$ cat config.mk
export PLATFORM = sky130hd
export DESIGN_NAME = scpu_mem_resp
export DESIGN_NICKNAME = d
export VERILOG_FILES = /design/src/rtl/scpu_mem_resp_pkg.sv /design/src/rtl/scpu_ram.sv /design/src/rtl/scpu_mem_resp.sv
export SDC_FILE = /design/constraint.sdc
export NUM_CORES = 2
export LEC_CHECK = 0
export BUFFER_PORTS_ARGS = -buffer_cell sky130_fd_sc_hd__buf_4
export CAP_MARGIN = 20
export CORE_ASPECT_RATIO = 0.8
export CORE_MARGIN = 1.5
export CORE_UTILIZATION = 50
export DETAILED_ROUTE_END_ITERATION = 10
export HOLD_SLACK_MARGIN = 0.03
export PLACE_DENSITY = 0.63
export SLEW_MARGIN = 20
export SYNTH_ARGS = -nofsm -noshare
export SYNTH_HDL_FRONTEND = slang
export SYNTH_HIERARCHICAL = 1
export SYNTH_SLANG_ARGS = --single-unit
$ cat constraint.sdc
create_clock -name clk -period 4.7 [get_ports clk]
set_clock_uncertainty 0.1 [all_clocks]
set_input_delay 0.235 -clock clk [delete_from_list [all_inputs] [get_ports clk]]
set_output_delay 0.235 -clock clk [all_outputs]
set_load 0.05 [all_outputs]
$ cat src/rtl/scpu_mem_resp_pkg.sv
// Shared definitions for the memory responder: FSM encodings and default parameters.
package scpu_mem_resp_pkg;

    localparam int DEPTH_DEFAULT    = 256;
    localparam int WAIT_CYC_DEFAULT = 2;

    typedef enum logic [1:0] {
        ST_IDLE = 2'd0,
        ST_WAIT = 2'd1,
        ST_RESP = 2'd2
    } state_t;

    function automatic logic addr_in_range(input logic [7:0] addr, input int depth);
        return int'({24'd0, addr}) < depth;
    endfunction

endpackage

$ cat src/rtl/scpu_ram.sv
// DEPTH x 8 storage, no reset; read data registered on the access edge, writes pass the data through.
module scpu_ram #(
    parameter int DEPTH = 256
) (
    input  logic       clk,
    input  logic       en,
    input  logic       we,
    input  logic [7:0] addr,
    input  logic [7:0] wdata,
    output logic [7:0] rdata
);

    logic [7:0] mem [DEPTH];

    always_ff @(posedge clk) begin
        if (en) begin
            if (we) begin
                mem[addr] <= wdata;
                rdata     <= wdata;
            end else begin
                rdata     <= mem[addr];
            end
        end
    end

endmodule

$ cat src/rtl/scpu_mem_resp.sv
// Single-outstanding CPU memory responder with programmable wait states and a response handshake.
//  state   | meaning
//  IDLE    | ready for a request (req_ready=1)
//  WAIT    | counting down wait states; access happens when the counter reaches 0
//  RESP    | response presented (rsp_valid=1) until rsp_ready
module scpu_mem_resp
    import scpu_mem_resp_pkg::*;
#(
    parameter int DEPTH    = DEPTH_DEFAULT,
    parameter int WAIT_CYC = WAIT_CYC_DEFAULT
) (
    input  logic       clk,
    input  logic       rst_n,
    input  logic       req_valid,
    output logic       req_ready,
    input  logic       req_wr,
    input  logic [7:0] req_addr,
    input  logic [7:0] req_wdata,
    output logic       rsp_valid,
    input  logic       rsp_ready,
    output logic [7:0] rsp_rdata,
    output logic       rsp_err,
    output logic [7:0] txn_cnt
);

    state_t     state;
    logic [3:0] wait_cnt;
    logic       lat_wr;
    logic [7:0] lat_addr;
    logic [7:0] lat_wdata;
    logic       rdata_vld;
    logic       in_range;
    logic       ram_en;
    logic       ram_we;
    logic [7:0] ram_rdata;

    assign in_range = addr_in_range(lat_addr, DEPTH);

    // Gated by state, so an asynchronous reset in WAIT also blocks a pending write.
    assign ram_en = (state == ST_WAIT) && (wait_cnt == 4'd0) && in_range;
    assign ram_we = ram_en && lat_wr;

    // RAM output is not reset; the zero/out-of-range case is selected here instead.
    assign rsp_rdata = rdata_vld ? ram_rdata : 8'h00;

    scpu_ram #(
        .DEPTH (DEPTH)
    ) u_ram (
        .clk   (clk),
        .en    (ram_en),
        .we    (ram_we),
        .addr  (lat_addr),
        .wdata (lat_wdata),
        .rdata (ram_rdata)
    );

    always_ff @(posedge clk or negedge rst_n) begin
        if (!rst_n) begin
            state     <= ST_IDLE;
            wait_cnt  <= 4'd0;
            req_ready <= 1'b1;
            rsp_valid <= 1'b0;
            rsp_err   <= 1'b0;
            rdata_vld <= 1'b0;
            txn_cnt   <= 8'h00;
            lat_wr    <= 1'b0;
            lat_addr  <= 8'h00;
            lat_wdata <= 8'h00;
        end else begin
            case (state)
                ST_IDLE: begin
                    if (req_valid && req_ready) begin
                        lat_wr    <= req_wr;
                        lat_addr  <= req_addr;
                        lat_wdata <= req_wdata;
                        wait_cnt  <= 4'(WAIT_CYC);
                        req_ready <= 1'b0;
                        state     <= ST_WAIT;
                    end
                end
                ST_WAIT: begin
                    if (wait_cnt != 4'd0) begin
                        wait_cnt <= wait_cnt - 4'd1;
                    end else begin
                        rsp_err   <= !in_range;
                        rdata_vld <= in_range;
                        rsp_valid <= 1'b1;
                        state     <= ST_RESP;
                    end
                end
                ST_RESP: begin
                    if (rsp_ready) begin
                        rsp_valid <= 1'b0;
                        req_ready <= 1'b1;
                        txn_cnt   <= txn_cnt + 8'd1;
                        state     <= ST_IDLE;
                    end
                end
                default: begin
                    rsp_valid <= 1'b0;
                    req_ready <= 1'b1;
                    state     <= ST_IDLE;
                end
            endcase
        end
    end

endmodule

; ---- Word-level counts from Yosys, hierarchy flattened
; Memories as Yosys holds them, arrays and structs flattened. A register that Yosys moved wholly into a read port is not among the register bits.
; Index checks and enable logic that the tools add are counted.
[op_classes]
eq_ne = 6
n_reduce_logical = 14
n_mux = 17
n_bitwise = 3
addsub = 2
[op_table]
columns = op, count
row1 = $reduce_and A3 Y1, 4
row2 = $add A8 B1 Y8 const B, 1
row3 = $mux W4, 2
row4 = $mux W8, 1
row5 = $pmux W4 S2, 1
row6 = $mux W1, 7
row7 = $mux W2, 3
row8 = $ne A2 B2 Y1 const B, 3
row9 = $pmux W1 S3, 2
row10 = $pmux W2 S3, 1
row11 = $reduce_and A2 Y1, 3
row12 = $logic_not A4 Y1, 1
row13 = $reduce_bool A4 Y1, 1
row14 = $sub A4 B1 Y4 const B, 1
row15 = $logic_and A1 B1 Y1, 3
row16 = $not A1 Y1, 3
row17 = $eq A2 B1 Y1 const B, 1
row18 = $eq A2 B2 Y1 const B, 1
row19 = $logic_not A2 Y1, 1
row20 = $ne A2 B1 Y1 const B, 1
row21 = $reduce_bool A2 Y1, 1
[word_totals]
n_memories = 1
mem_bits_rw = 2048
inputBits = 21
output_inout_bits = 19
ff_bits = 34
[memory_table]
columns = name, depth, width, rd, rd_clocked_by_memory_dff, write_ports, line
row1 = u_ram.mem, 256, 8, 1, 1, 1, scpu_ram.sv:13  ; logic [7:0] mem [DEPTH];

; ---- Logic depth before layout (Yosys ltp)
[depth]
word_depth = 6
ltp_mapped = 13

; ---- Hierarchy
; Netlist, hierarchy kept.
[modules_own_cells]
columns = mod, area_per_inst_um2, instances, cells_per_inst, seq_area_each_um2
row1 = scpu_ram, 80153.1, 1, 3747, 61739.2
row2 = scpu_mem_resp, 1508.9, 1, 126, 852.1

; ---- Worst setup path after synthesis
; OpenSTA, ideal clock, no wires.
[synth_timing]
path_type = register -> register
startpoint = register lat_wdata[3] (netlist name)
endpoint = register u_ram.rdata[3], read port of u_ram.mem (data pin)
t_arrival_ps = 4052
setup_slack_ps = 379
path_stages_with_launch = 4
required_time_ps = 4431
setup_time_ps = 169
n_path_buf = 0
path_cell_list = dfrtp_1 > nor2_1 > or3_1 > o211ai_1
[synth_rtl]
columns = item, line
row1 = to (decl), scpu_ram.sv:10  ; output logic [7:0] rdata

==> reports/summary.txt <==
Seq cells post-synth -> 2090
worst r2r src -> lat_addr[0]
Crit Path Max Fanout -> 37
fin crit share -> 0.939
initial DRC count -> 6301
Fin Hold WS -> 0.0970 ns
Clock power frac -> 0.274
GRT busiest layer -> met1
htree depth -> 4
Sw Share -> 0.326
final period demand of the worst path -> 4.41 ns
cell chain of the critical path -> buf_12, buf_12, buf_4, mux2i_1, a22oi_1, nand2_1, o311ai_0, nor4_2, buf_4, nor3_1, o22a_1
post-route ant nets -> 0
Max rail drop VDD -> 0.000439 V
worst hold path class -> in2reg
met3 usage -> 0.0643
worst reg2reg endpoint -> u_ram/rdata[1]
Syn Inst Count -> 3873
Die X-Extent -> 455 um
final setup TNS -> 0 ns
CTS root buf -> clkbuf_16
vias in the first global route -> 41108
Setup-failing EPs final -> 0
combinational power share -> 0.292
CTS tree -> yes
synth unique cells -> 70
total CTS buffers -> 193
fillers -> 11758
global-route wire length before repair -> 311000 um
Setup Crit Path Kind -> reg2reg
critical path arrival -> 5.01 ns
port bufs -> 38
DRC -> 0
antenna violations before repair -> 8
P&R area growth vs syn -> 14.4%
met2 Use GR -> 0.377
RSZ-0062 raised after global routing -> no
Peak Freq -> 0.227 GHz
I/O pins -> 40
Sink Count -> 2090
Least-Margin Pin Slew -> 1.17 ns
Avg Synthesized Cell Area -> 21.1 sq um
Reg2Reg Depth -> 11
internal power -> 37100 uW
DIE AREA -> 166000 sq um
CP required -> 5.30 ns
most common cell after layout, fill and taps aside -> edfxtp_1
max_slew headroom -> 0.208
Psw -> 17900 uW
GP Congestion -> 0.886
crit path to -> u_ram/rdata[1]
Die Height -> 364 um
Final HPWL DP -> 138000 um
Power Dens Cells -> 590 nW/um^2
fin. max-slew vios -> 0
leakage power -> 0.0298 uW
crit end category -> flip-flop
Clock Path Buffers -> 3
post-CTS setup buffers -> 0
total number of vias -> 42502
status -> finished clean
Skew-Pair Late Insertion Delay -> 0.83 ns
slowest cell delay on critical path -> 1.03 ns
post-synthesis sequential area ratio -> 0.766
routed len/inst -> 32.9 um
CP delay by family, top -> compound AO/OA/AOI/OAI gates
GR Layer Usage met1 -> 0.414
commonest cells after routing, fill and taps aside -> edfxtp_1 (2056), mux4_2 (495), buf_4 (454)
Post-Route WL -> 219000 um
Setup crit start -> lat_addr[0]
Reg power frac -> 0.434
Cell Area, Synth -> 81700 sq um
largest net degree at the start of global routing -> 173
Core ar. -> 162000 sq um
Final Hold Viols -> 0
gr usage total -> 0.266
initial core utilization -> 0.504
row count -> 132
Reg clk slew, reported paths -> 0.07 ns
DRT Pass-1 Iters -> 6
FFs w/ async S/R, synth -> 0.0163
nets -> 4367
number of max-cap violations -> 0
syn_nets -> 3897
vias per cell -> 6.39
worst path bufs/invs -> 4
Post-synth EDFFs -> 2056
Crit path depth -> 11
Slowest-stage cell, CP -> dfrtp_4
yosys warns -> 6
placed cells -> 6266
GRT overflow -> 0
share of cells above drive strength 1 -> 0.290
reg2reg setup slack -> 0.29 ns
CP Launch Type -> flip-flop
ys flop type -> edfxtp_1
final instance count without filler cells -> 6652
stage by stage:
| stage | worst slack, ns | total power, uW | cell area [sq um] | utilization |
|---|---|---|---|---|
| global route | 0.0448 | 56600 | 93400 | 0.576 |
| finish | 0.289 | 55100 | 93400 | 0.576 |
| floorplan | 0.379 | 33800 | 81700 | - |
| detailed placement | 0.205 | 40200 | 87100 | 0.538 |
| global placement | 0.221 | 40000 | 87100 | 0.538 |
| CTS | 0.168 | 55100 | 93400 | 0.576 |
area by class of cell:
| cell class | instances | area, sq um | area share |
|---|---|---|---|
| tap | 2144 | 2680 | 0.0287 |
| multi-input combinational | 1533 | 17700 | 0.189 |
| antenna | 2 | 5.00 | 0.0000536 |
| clock inverter | 115 | 883 | 0.00946 |
| sequential | 2090 | 62600 | 0.671 |
| clock buffer | 243 | 5120 | 0.0549 |
| inverter | 12 | 46.3 | 0.000496 |
| timing repair buffer | 513 | 4340 | 0.0465 |
layer usage:
metal / routed length, um / part of all wire
met1: 92200 / 0.42
met2: 95900 / 0.44
met3: 25300 / 0.12
met4: 5710 / 0.026
met5: 11 / 0.000050
state kept, by name, indices dropped and copies added, names as in the netlist:
register,cells
lat_addr,8
lat_wdata,8
lat_wr,1
rdata_vld,1
req_ready,1
rsp_valid,1
state,2
txn_cnt,8
u_ram/mem,2048
u_ram/rdata,8
wait_cnt,4
cells in the mapped netlist, types with 16 or more instances:
library cell  instances  area [sq um]
buf_6                35           394
buf_2                63           315
mux4_2              495         11100
buf_4                29           218
nor3_1               26           130
a22o_1               16           140
a221oi_1             20           175
nand3_1              52           260
nand4_1              24           150
dfrtp_1              33           826
nor2b_1              22           138
a22oi_1              82           616
clkbuf_1             90           338
mux2i_1             152          1520
o21ai_0              29           145
a211oi_1             17           128
a21oi_1              43           215
nor2_1              279          1050
mux2_2               26           293
nand2_1             103           387
edfxtp_1           2056         61700
worst min path at each step:
stage                start           to  slack [ns]  cells past startpoint
2_1_floorplan        rst_n  lat_addr[0]       -0.16                      0
3_5_place_dp         rst_n  lat_addr[3]        0.13                      1
3_3_place_gp         rst_n  lat_addr[3]        0.13                      1
5_1_grt        req_addr[3]  lat_addr[3]        0.08                      3
4_1_cts        req_addr[5]  lat_addr[5]        0.03                      3
6_report       req_addr[3]  lat_addr[3]         0.1                      3
worst reg2reg max path, stage by stage, from the launching register on:
cell and delay (ns):
dfrtp_4 1.03, buf_12 0.30, buf_12 0.26, buf_4 0.36, mux2i_1 0.13, a22oi_1 0.23
nand2_1 0.14, o311ai_0 0.97, nor4_2 0.25, buf_4 0.23, nor3_1 0.12, o22a_1 0.16
power groups by stage:
stage / sequential (uW) / clock, uW / combinational, uW
CTS: 23900 / 15300 / 16000
finish: 23900 / 15100 / 16100
global placement: 24200 / 0 / 15700
detailed placement: 24300 / 0 / 15900
global route: 23900 / 16000 / 16700
floorplan: 25100 / 0 / 8650
repair_timing:
item	CTS	global route
hold buffers	26	0
gates resized for setup	0	1
setup endpoints to repair	0	1
hold endpoints to repair	62	0
cells by family (layout without fill, tap and decap cells):
kind of cell | after synthesis | in the layout | synth area share
DFF | 2090 | 2090 | 0.766
muxes | 673 | 673 | 0.159
and+or+nand+nor | 560 | 560 | 0.0303
AOI/OAI and AO/OA | 288 | 288 | 0.0252
buffers and inverters | 250 | 883 | 0.0179
xor gates and xnor gates | 8 | 8 | 0.000858
adders and majority gates | 3 | 3 | 0.000460
other | 1 | 3 | 0.0000459
Power figures use the tool's default switching activity.
